--- config.mk ---
export PLATFORM = sky130hd
export DESIGN_NAME = lsu_addr_stage
export DESIGN_NICKNAME = d
export VERILOG_FILES = /design/src/rtl/lsu_addr_stage.sv
export SDC_FILE = /design/constraint.sdc
export NUM_CORES = 1
export LEC_CHECK = 0
export CAP_MARGIN = 10
export CORE_MARGIN = 2
export CORE_UTILIZATION = 36
export CTS_CLUSTER_DIAMETER = 40
export CTS_CLUSTER_SIZE = 20
export DETAILED_ROUTE_END_ITERATION = 10
export PLACE_DENSITY = 0.68
export SLEW_MARGIN = 20
export SYNTH_ARGS = -nofsm -noshare
export SYNTH_HDL_FRONTEND = slang
export SYNTH_SLANG_ARGS = --single-unit
--- constraint.sdc ---
create_clock -name clk -period 2.66 [get_ports clk]
set_clock_uncertainty 0.15 [all_clocks]
set_input_delay 0.532 -clock clk [delete_from_list [all_inputs] [get_ports clk]]
set_output_delay 0.532 -clock clk [all_outputs]
set_load 0.02 [all_outputs]
--- src/rtl/lsu_addr_stage.sv ---
// Load/store access stage: captures the effective address, checks legality, runs one memory
// transaction and returns extended load data or a fault. Optional timeout via LSU_TIMEOUT_EN.
module lsu_addr_stage #(
    parameter int unsigned TIMEOUT_CYCLES = 255
) (
    input  logic        clk,
    input  logic        rst_n,
    input  logic        req_valid,
    output logic        req_ready,
    input  logic [32:0] adr_sum,
    input  logic        is_store,
    input  logic [2:0]  funct3,
    input  logic [31:0] store_data,
    output logic        mem_req,
    output logic        mem_we,
    output logic [31:0] mem_addr,
    output logic [3:0]  mem_be,
    output logic [31:0] mem_wdata,
    input  logic        mem_ack,
    input  logic [31:0] mem_rdata,
    output logic        rsp_valid,
    input  logic        rsp_ready,
    output logic [31:0] rsp_data,
    output logic        rsp_fault,
    output logic        rsp_wrap
);

    typedef enum logic [1:0] {
        s_idle  = 2'd0,
        s_issue = 2'd1,
        s_done  = 2'd2
    } state_e;

    state_e      state_q, state_d;
    logic [31:0] addr_q;
    logic        wrap_q;
    logic        store_q;
    logic [2:0]  f3_q;
    logic [31:0] sd_q;
    logic [31:0] rsp_data_q;
    logic        fault_q;

    logic        accept;
    logic        in_issue;
    logic        legal_in;
    logic        timeout;
    logic [3:0]  be;
    logic [31:0] wdata;
    logic [31:0] shifted;
    logic [31:0] load_ext;

    function automatic logic is_legal(input logic [2:0] f3, input logic st, input logic [1:0] a);
        logic ok;
        ok = 1'b0;
        case (f3)
            3'b000, 3'b100: ok = 1'b1;
            3'b001, 3'b101: ok = (a[0] == 1'b0);
            3'b010:         ok = (a == 2'b00);
            default:        ok = 1'b0;
        endcase
        // Unsigned variants only exist for loads.
        if (st && f3[2]) begin
            ok = 1'b0;
        end
        return ok;
    endfunction

    assign accept   = req_valid && (state_q == s_idle);
    assign in_issue = (state_q == s_issue);
    assign legal_in = is_legal(funct3, is_store, adr_sum[1:0]);

`ifdef LSU_TIMEOUT_EN
    localparam int unsigned CntW =
        ($clog2(TIMEOUT_CYCLES + 1) > 8) ? $clog2(TIMEOUT_CYCLES + 1) : 8;

    logic [CntW-1:0] cnt_q;

    // cnt_q counts completed ISSUE cycles, so mem_req stays up for exactly TIMEOUT_CYCLES.
    assign timeout = in_issue && (cnt_q == CntW'(TIMEOUT_CYCLES - 1));

    always_ff @(posedge clk or negedge rst_n) begin
        if (!rst_n) begin
            cnt_q <= '0;
        end else if (accept) begin
            cnt_q <= '0;
        end else if (in_issue) begin
            cnt_q <= cnt_q + 1'b1;
        end
    end
`else
    logic unused_timeout_cfg;

    assign timeout            = 1'b0;
    assign unused_timeout_cfg = |TIMEOUT_CYCLES;
`endif

    always_comb begin
        state_d = state_q;
        unique case (state_q)
            s_idle: begin
                if (accept) begin
                    state_d = legal_in ? s_issue : s_done;
                end
            end
            s_issue: begin
                if (mem_ack || timeout) begin
                    state_d = s_done;
                end
            end
            s_done: begin
                if (rsp_ready) begin
                    state_d = s_idle;
                end
            end
            default: state_d = s_idle;
        endcase
    end

    always_ff @(posedge clk or negedge rst_n) begin
        if (!rst_n) begin
            state_q <= s_idle;
        end else begin
            state_q <= state_d;
        end
    end

    always_comb begin
        be    = 4'b1111;
        wdata = sd_q;
        case (f3_q[1:0])
            2'b00: begin
                be    = 4'b0001 << addr_q[1:0];
                wdata = {4{sd_q[7:0]}};
            end
            2'b01: begin
                be    = 4'b0011 << addr_q[1:0];
                wdata = {2{sd_q[15:0]}};
            end
            default: begin
                be    = 4'b1111;
                wdata = sd_q;
            end
        endcase
    end

    always_comb begin
        shifted  = mem_rdata >> {addr_q[1:0], 3'b000};
        load_ext = shifted;
        case (f3_q[1:0])
            2'b00: load_ext = f3_q[2] ? {24'b0, shifted[7:0]}
                                      : {{24{shifted[7]}}, shifted[7:0]};
            2'b01: load_ext = f3_q[2] ? {16'b0, shifted[15:0]}
                                      : {{16{shifted[15]}}, shifted[15:0]};
            default: load_ext = shifted;
        endcase
    end

    always_ff @(posedge clk or negedge rst_n) begin
        if (!rst_n) begin
            addr_q     <= '0;
            wrap_q     <= 1'b0;
            store_q    <= 1'b0;
            f3_q       <= '0;
            sd_q       <= '0;
            rsp_data_q <= '0;
            fault_q    <= 1'b0;
        end else if (accept) begin
            addr_q     <= adr_sum[31:0];
            wrap_q     <= adr_sum[32];
            store_q    <= is_store;
            f3_q       <= funct3;
            sd_q       <= store_data;
            rsp_data_q <= '0;
            fault_q    <= !legal_in;
        end else if (in_issue && mem_ack) begin
            // Ack wins over a coincident timeout.
            rsp_data_q <= store_q ? 32'h0 : load_ext;
            fault_q    <= 1'b0;
        end else if (timeout) begin
            rsp_data_q <= '0;
            fault_q    <= 1'b1;
        end
    end

    assign req_ready = (state_q == s_idle);
    assign mem_req   = in_issue;
    assign mem_we    = in_issue && store_q;
    assign mem_addr  = in_issue ? {addr_q[31:2], 2'b00} : 32'h0;
    assign mem_be    = in_issue ? be : 4'b0000;
    assign mem_wdata = (in_issue && store_q) ? wdata : 32'h0;

    assign rsp_valid = (state_q == s_done);
    assign rsp_data  = rsp_valid ? rsp_data_q : 32'h0;
    assign rsp_fault = rsp_valid && fault_q;
    assign rsp_wrap  = rsp_valid && wrap_q;

endmodule

==> run_results.csv, run 1 <==
group,metric,value,unit
sta,fmax,0.387,GHz
die,io_pins,212,
synth,ys_types,38,
synth,synth_area_per_cell,10.7,µm²
routing,viasPerCell,5.13,
synth,async_reset_ff_frac,1.00,
synth,yosysTopAreaCell,"dfrtp_1",
clock_network,cts-root-buf,"clkbuf_16",
synth,synthFlopType,"dfrtp_1",
die,rows,44,
die,die_w,127,µm
synth,synthesis.instances,507,
sta,post-route-min-period,2.58,ns
critical_path,slowest_delay,0.60,ns
placed_design,place_hpwl,12.0,mm
synth,synth.most_common_cell,"dfrtp_1",
layout,diodes,0,
pwr,p_total,6.52,mW
clock_network,clock_sinks,104,
clock_network,clk_pin_slew_worst_paths,0.07,ns
sta,hold_violations,0,
layout,drive_gt1_frac,0.0720,
synth,synth-seq-area-share,0.479,
run_status,status,"complete, but fails checks",
pwr,p_leak,4.24,nW
clock_network,cts_buffers,9,
global_routing,grt_usage,0.205,
sta,slew_headroom,0.576,
clock_network,clkLatencyLatePin,0.35,ns
run,max_cap_viol_count,0,
critical_path,rr_worst_depth,4,
global_routing,grt_max_degree,50,
critical_path,crit_family,"buffers and inverters",
synth,mappedNetlistArea,5440,µm²
critical_path,cp_slowest_cell,"clkdlybuf4s50_1",
global_routing,grt_overflow_total,0,
critical_path,cp_max_fo,35,
sta,drv_slew,0,
sta,hold_slack,0.0536,ns
routing,ant_nets,0,
routing,route.vias.total,4572,
layout,multi_input_area,2660,µm²
synth,ys_warn_count,0,
critical_path,worstSetupPathType,"reg2out",
die,start_util,0.371,
global_routing,antenna_found_initial,0,
global_routing,grt_pass1_wl,25.9,mm
critical_path,arrival,1.90,ns
global_routing,grt_pass1_vias,4819,
clock_network,htreeDepth,3,
critical_path,cp-start-kind,"flip-flop",
run_status,violations,"DRC",
clock_network,clk_path_buf_depth,2,
critical_path,cp-end-kind,"primary output",
sta,final-setup-viol-count,0,
layout,fill_cells,1320,
clock_network,cts_tree,"built",
die,die_h,127,µm
pwr,irDropWorstVdd,0.000378,V
die,coreArea,14600,µm²
sta,fin_ws,0.0793,ns
routing,drt_wl_total,16.2,mm
synth,synth-edff-count,0,
placed_design,dp_cells,878,
layout,synthToLayoutAreaGrowth,48.3,%
critical_path,cp_data_required_time,1.98,ns
layout,final_nets,811,
synth,synth_top_area_share,0.479,
placed_design,globalplace.congestion,0.902,
pwr,power_density,809,nW/µm²
layout,final_cells,892,
die,die_area,16100,µm²
synth,synth_area_leaders,"dfrtp_1 48%, mux2_1 15%, and2_1 7.4%",
synth,synthTopCellsByCount,"104 x dfrtp_1, 70 x mux2_1, 64 x and2_1",
critical_path,path_cells,"nor2b_4, buf_12, and2_1, clkdlybuf4s50_1",
placed_design,port_buffers,209,
placed_design,place_ws,0.182,ns
critical_path,path_depth,4,
routing,wire_per_inst,18.1,µm
layout,regArea,2610,µm²
routing,dr.pass1.iters,7,
sta,worst_pin_slew,0.636,ns
sta,finalCritPeriodShare,0.970,
hold_path,hold_path.class,"in2async",
synth,ys_seq_elements,104,
routing,drc,1,
routing,drtIter0Drc,404,
critical_path,crit_buf_inv,2,
## stage by stage
stage | instance area, µm² | utilization | TNS (ns)
after global placement | 7790 | 0.532 | 0
after detailed placement | 7790 | 0.532 | 0
after global routing | 8060 | 0.551 | -0.00669
final | 8060 | 0.551 | 0
after CTS | 7990 | 0.546 | 0
after floorplan | 5440 | - | 0
## metal layers
| layer | share of wire | wire [µm] | track usage | vias to the layer above |
|---|---|---|---|---|
| li1 | - | - | - | 2158 |
| met1 | 0.44 | 7050 | 0.269 | 2183 |
| met2 | 0.46 | 7410 | 0.315 | 209 |
| met3 | 0.084 | 1350 | 0.0603 | 22 |
| met4 | 0.023 | 380 | 0.0899 | 0 |
| met5 | 0 | 0 | 0 | - |
## where the power goes
| group | leakage (nW) | internal (mW) | switching [mW] |
|---|---|---|---|
| Combinational | 2.82 | 1.28 | 1.43 |
| Clock | 0.130 | 0.722 | 0.560 |
| Sequential | 1.28 | 2.13 | 0.396 |
## cells by family after synthesis
logic type,share of synthesized area
mux,0.223
buf+inv,0.0375
flops,0.479
compound gates,0.0962
simple gates,0.164
other cells,0.000690
## state kept, by name, summed over array words and instances (netlist names)
signal      count
f3_q            3
addr_q         32
fault_q         1
store_q         1
rsp_data_q     32
wrap_q          1
state_q         2
sd_q           32
## cells in the final DEF (no fill, tap or decap), types with 2 or more instances in the layout
cell type,Yosys,layout
a21oi_1,33,32
a221o_1,16,16
a22o_1,2,2
and2_1,64,64
and3_1,9,9
buf_12,0,5
buf_4,2,16
clkbuf_1,20,4
clkbuf_16,0,9
clkdlybuf4s50_1,0,112
conb_1,1,2
dfrtp_1,104,102
dfrtp_2,0,2
dlygate4sd2_1,0,67
dlymetal6s2s_1,0,29
mux2_1,70,70
mux2_2,7,7
mux2i_1,32,32
nand2_1,33,33
nand3b_1,8,8
nor2_1,39,38
nor2b_4,0,2
nor3b_2,1,2
o21a_1,4,4
o21ai_0,8,8
o21ai_1,15,15
## what timing repair did
action,CTS,global route
resized for setup,71,29
setup endpoints to repair,100,29
endpoints found under the hold margin,0,0
buffers inserted,0,0
hold buffers,0,0
## final timing paths
path	slack, ns	to	start
max in group asynchronous	1.60	state_q[0]$_DFFE_PN0P_	rst_n
min in group clk	0.33	wrap_q$_DFFE_PN0P_	wrap_q$_DFFE_PN0P_
min reg2reg	0.33	wrap_q$_DFFE_PN0P_	wrap_q$_DFFE_PN0P_
max reg2reg	0.43	rsp_data_q[31]$_DFFE_PN0P_	addr_q[0]$_DFFE_PN0P_
min	0.05	sd_q[27]$_DFFE_PN0P_	rst_n
max	0.08	rsp_data[12]	state_q[0]$_DFFE_PN0P_
## final cells by class
cell class	instances	share of cell area
tap	184	0.0286
inverter	2	0.000931
clock inverter	1	0.00372
multi-input combinational	359	0.330
sequential	104	0.323
timing repair buffer	229	0.284
clock buffer	13	0.0298
(Power assumes the default switching activity.)
==> run 2: changes to the inputs <==
--- a/config.mk
+++ b/config.mk
@@ -11,8 +11,9 @@
 export CTS_CLUSTER_DIAMETER = 40
 export CTS_CLUSTER_SIZE = 20
 export DETAILED_ROUTE_END_ITERATION = 10
-export PLACE_DENSITY = 0.68
+export DONT_BUFFER_PORTS = 1
 export SLEW_MARGIN = 20
 export SYNTH_ARGS = -nofsm -noshare
 export SYNTH_HDL_FRONTEND = slang
 export SYNTH_SLANG_ARGS = --single-unit
+export TNS_END_PERCENT = 100
==> run_results.csv, run 2 (synthesis results as in run 1) <==
group,metric,value,unit
run_status,status,"complete, but fails checks",
run_status,violations,"hold timing",
pwr,irDropWorstVdd,0.000583,V
pwr,p_leak,2.74,nW
sta,post-route-min-period,2.49,ns
die,die_area,16100,µm²
critical_path,worstSetupPathType,"reg2out",
clock_network,htreeDepth,3,
layout,multi_input_area,2650,µm²
layout,final_cell_mix,"103 x dfrtp_1, 70 x mux2_1, 64 x and2_1",
routing,drt_wl_total,14.7,mm
sta,slew_headroom,0.639,
critical_path,path_cells,"nor2b_4, nand2_1, buf_4, nor2_1, buf_4",
global_routing,grt_usage,0.184,
sta,rsz0062_at_grt,"no",
pwr,p_clk_frac,0.226,
critical_path,rrSetupSlack,0.49,ns
global_routing,grt_max_degree,105,
layout,regArea,2600,µm²
die,io_pins,212,
critical_path,slowest_delay,0.47,ns
layout,reg.largest.list,"addr_q: 32 flops, rsp_data_q: 32 flops, sd_q: 32 flops",
routing,route.vias.total,3859,
die,die_w,127,µm
global_routing,antenna_found_initial,0,
sta,worst_pin_slew,0.539,ns
routing,dr.pass1.iters,4,
critical_path,rr_worst_depth,5,
pwr,p_comb_frac,0.356,
sta,fin_tns_setup,0,ns
critical_path,cp_data_required_time,1.98,ns
sta,drv_slew,0,
critical_path,cp-start-kind,"flip-flop",
hold_path,hold_path.class,"in2async",
die,coreArea,14600,µm²
pwr,p_seq_frac,0.419,
critical_path,rr_endpoint,"rsp_data_q[21]$_DFFE_PN0P_",
layout,diodes,0,
clock_network,cts_buffers,9,
critical_path,cp-end-kind,"primary output",
routing,met3WireLength,1.35,mm
clock_network,cts_tree,"built",
pwr,p_total,6.15,mW
sta,hold_slack,-0.276,ns
sta,fmax,0.402,GHz
routing,ant_nets,0,
clock_network,clock_sinks,104,
pwr,p_switching,2.32,mW
global_routing,grt_pass1_wl,23.0,mm
layout,fin_util,0.418,
pwr,switching_share,0.377,
die,die_h,127,µm
clock_network,clk_pin_slew_worst_paths,0.07,ns
placed_design,globalplace.congestion,0.849,
placed_design,place_hpwl,10.6,mm
pwr,power_density,1010,nW/µm²
routing,viasPerCell,5.48,
layout,layout_commonest_cell,"dfrtp_1",
routing,wl_met2,6.85,mm
critical_path,cp_max_fo,25,
clock_network,clk_path_buf_depth,2,
layout,synthToLayoutAreaGrowth,12.5,%
routing,drtIter0Drc,190,
routing,top_layer_used,"met4",
placed_design,postPlaceCellArea,5760,µm²
routing,met1_length,6.32,mm
critical_path,cp_slowest_cell,"dfrtp_1",
sta,hold_violations,104,
run,max_cap_viol_count,0,
routing,drc,0,
critical_path,path_common_cell,"buf_4",
layout,drive_gt1_frac,0.142,
clock_network,clkLatencyLatePin,0.35,ns
sta,finalCritPeriodShare,0.935,
die,start_util,0.371,
critical_path,arrival,1.80,ns
pwr,p_int,3.83,mW
global_routing,grt_pass1_vias,4105,
layout,final_nets,621,
clock_network,cts-root-buf,"clkbuf_16",
global_routing,grt_overflow_total,0,
routing,wire_per_inst,20.9,µm
placed_design,port_buffers,0,
layout,fin_area,6120,µm²
critical_path,r2r_start,"state_q[0]$_DFFE_PN0P_",
die,rows,44,
sta,final-setup-viol-count,0,
layout,fill_cells,1453,
## run 2: cell count changes in the layout (fill, tap and decap cells not counted), sizes merged
cell / change
clkdlybuf4s50: -112
dlygate4sd2: -67
dlymetal6s2s: -29
buf: +18
clkbuf: -4
inv: +4
clkinv: +2
## run 2: cell type report
cell class / instances / share of cell area
clock buffer: 9 / 0.0368
multi-input combinational: 359 / 0.434
sequential: 104 / 0.426
clock inverter: 7 / 0.0141
timing repair buffer: 39 / 0.0505
inverter: 2 / 0.00123
tap: 184 / 0.0376
## run 2: worst max path at each step
| stage | start | end | slack, ns | cells after the start |
|---|---|---|---|---|
| floorplan | f3_q[0]$_DFFE_PN0P_ | mem_wdata[10] | 0.41 | 6 |
| finish | state_q[0]$_DFFE_PN0P_ | mem_wdata[16] | 0.17 | 5 |
| detailed placement | f3_q[0]$_DFFE_PN0P_ | mem_wdata[12] | 0.36 | 4 |
| global route | state_q[0]$_DFFE_PN0P_ | mem_wdata[16] | 0.02 | 5 |
| CTS | state_q[0]$_DFFE_PN0P_ | mem_wdata[16] | 0.05 | 5 |
| global placement | f3_q[0]$_DFFE_PN0P_ | mem_wdata[8] | 0.40 | 4 |
## run 2: power by group through the flow
stage	Combinational, mW	Clock (mW)	Sequential [mW]
final	2.19	1.39	2.58
after floorplan	1.85	0	2.37
after global routing	2.42	1.49	2.67
after CTS	2.20	1.43	2.58
after detailed placement	2.19	0	2.60
after global placement	2.13	0	2.59
## run 2: metal layers
layer	GRT usage	vias to the layer above
li1	-	1771
met5	0	-
met3	0.0784	14
met1	0.231	1910
met4	0.0420	0
met2	0.298	164
## run 2: worst max-delay path: cells and delay by family (launching register included)
family / cells / cell delay [ns]
flip-flops: 1 / 0.47
buffers and inverters: 2 / 0.40
AND/OR/NAND/NOR: 3 / 0.57
## run 2: per-stage QoR
stage,instances,setup WS (ns)
after detailed placement,683,0.361
final,704,0.174
after global routing,704,0.0240
after floorplan,508,0.415
after CTS,699,0.0489
after global placement,683,0.398
## run 2: repair_timing
| item | CTS | global route |
|---|---|---|
| buffers inserted | 0 | 5 |
| resized for setup | 3 | 0 |
| endpoints found under the setup margin | 16 | 34 |
| pin swaps | 0 | 0 |
| hold endpoints to repair | 104 | 104 |
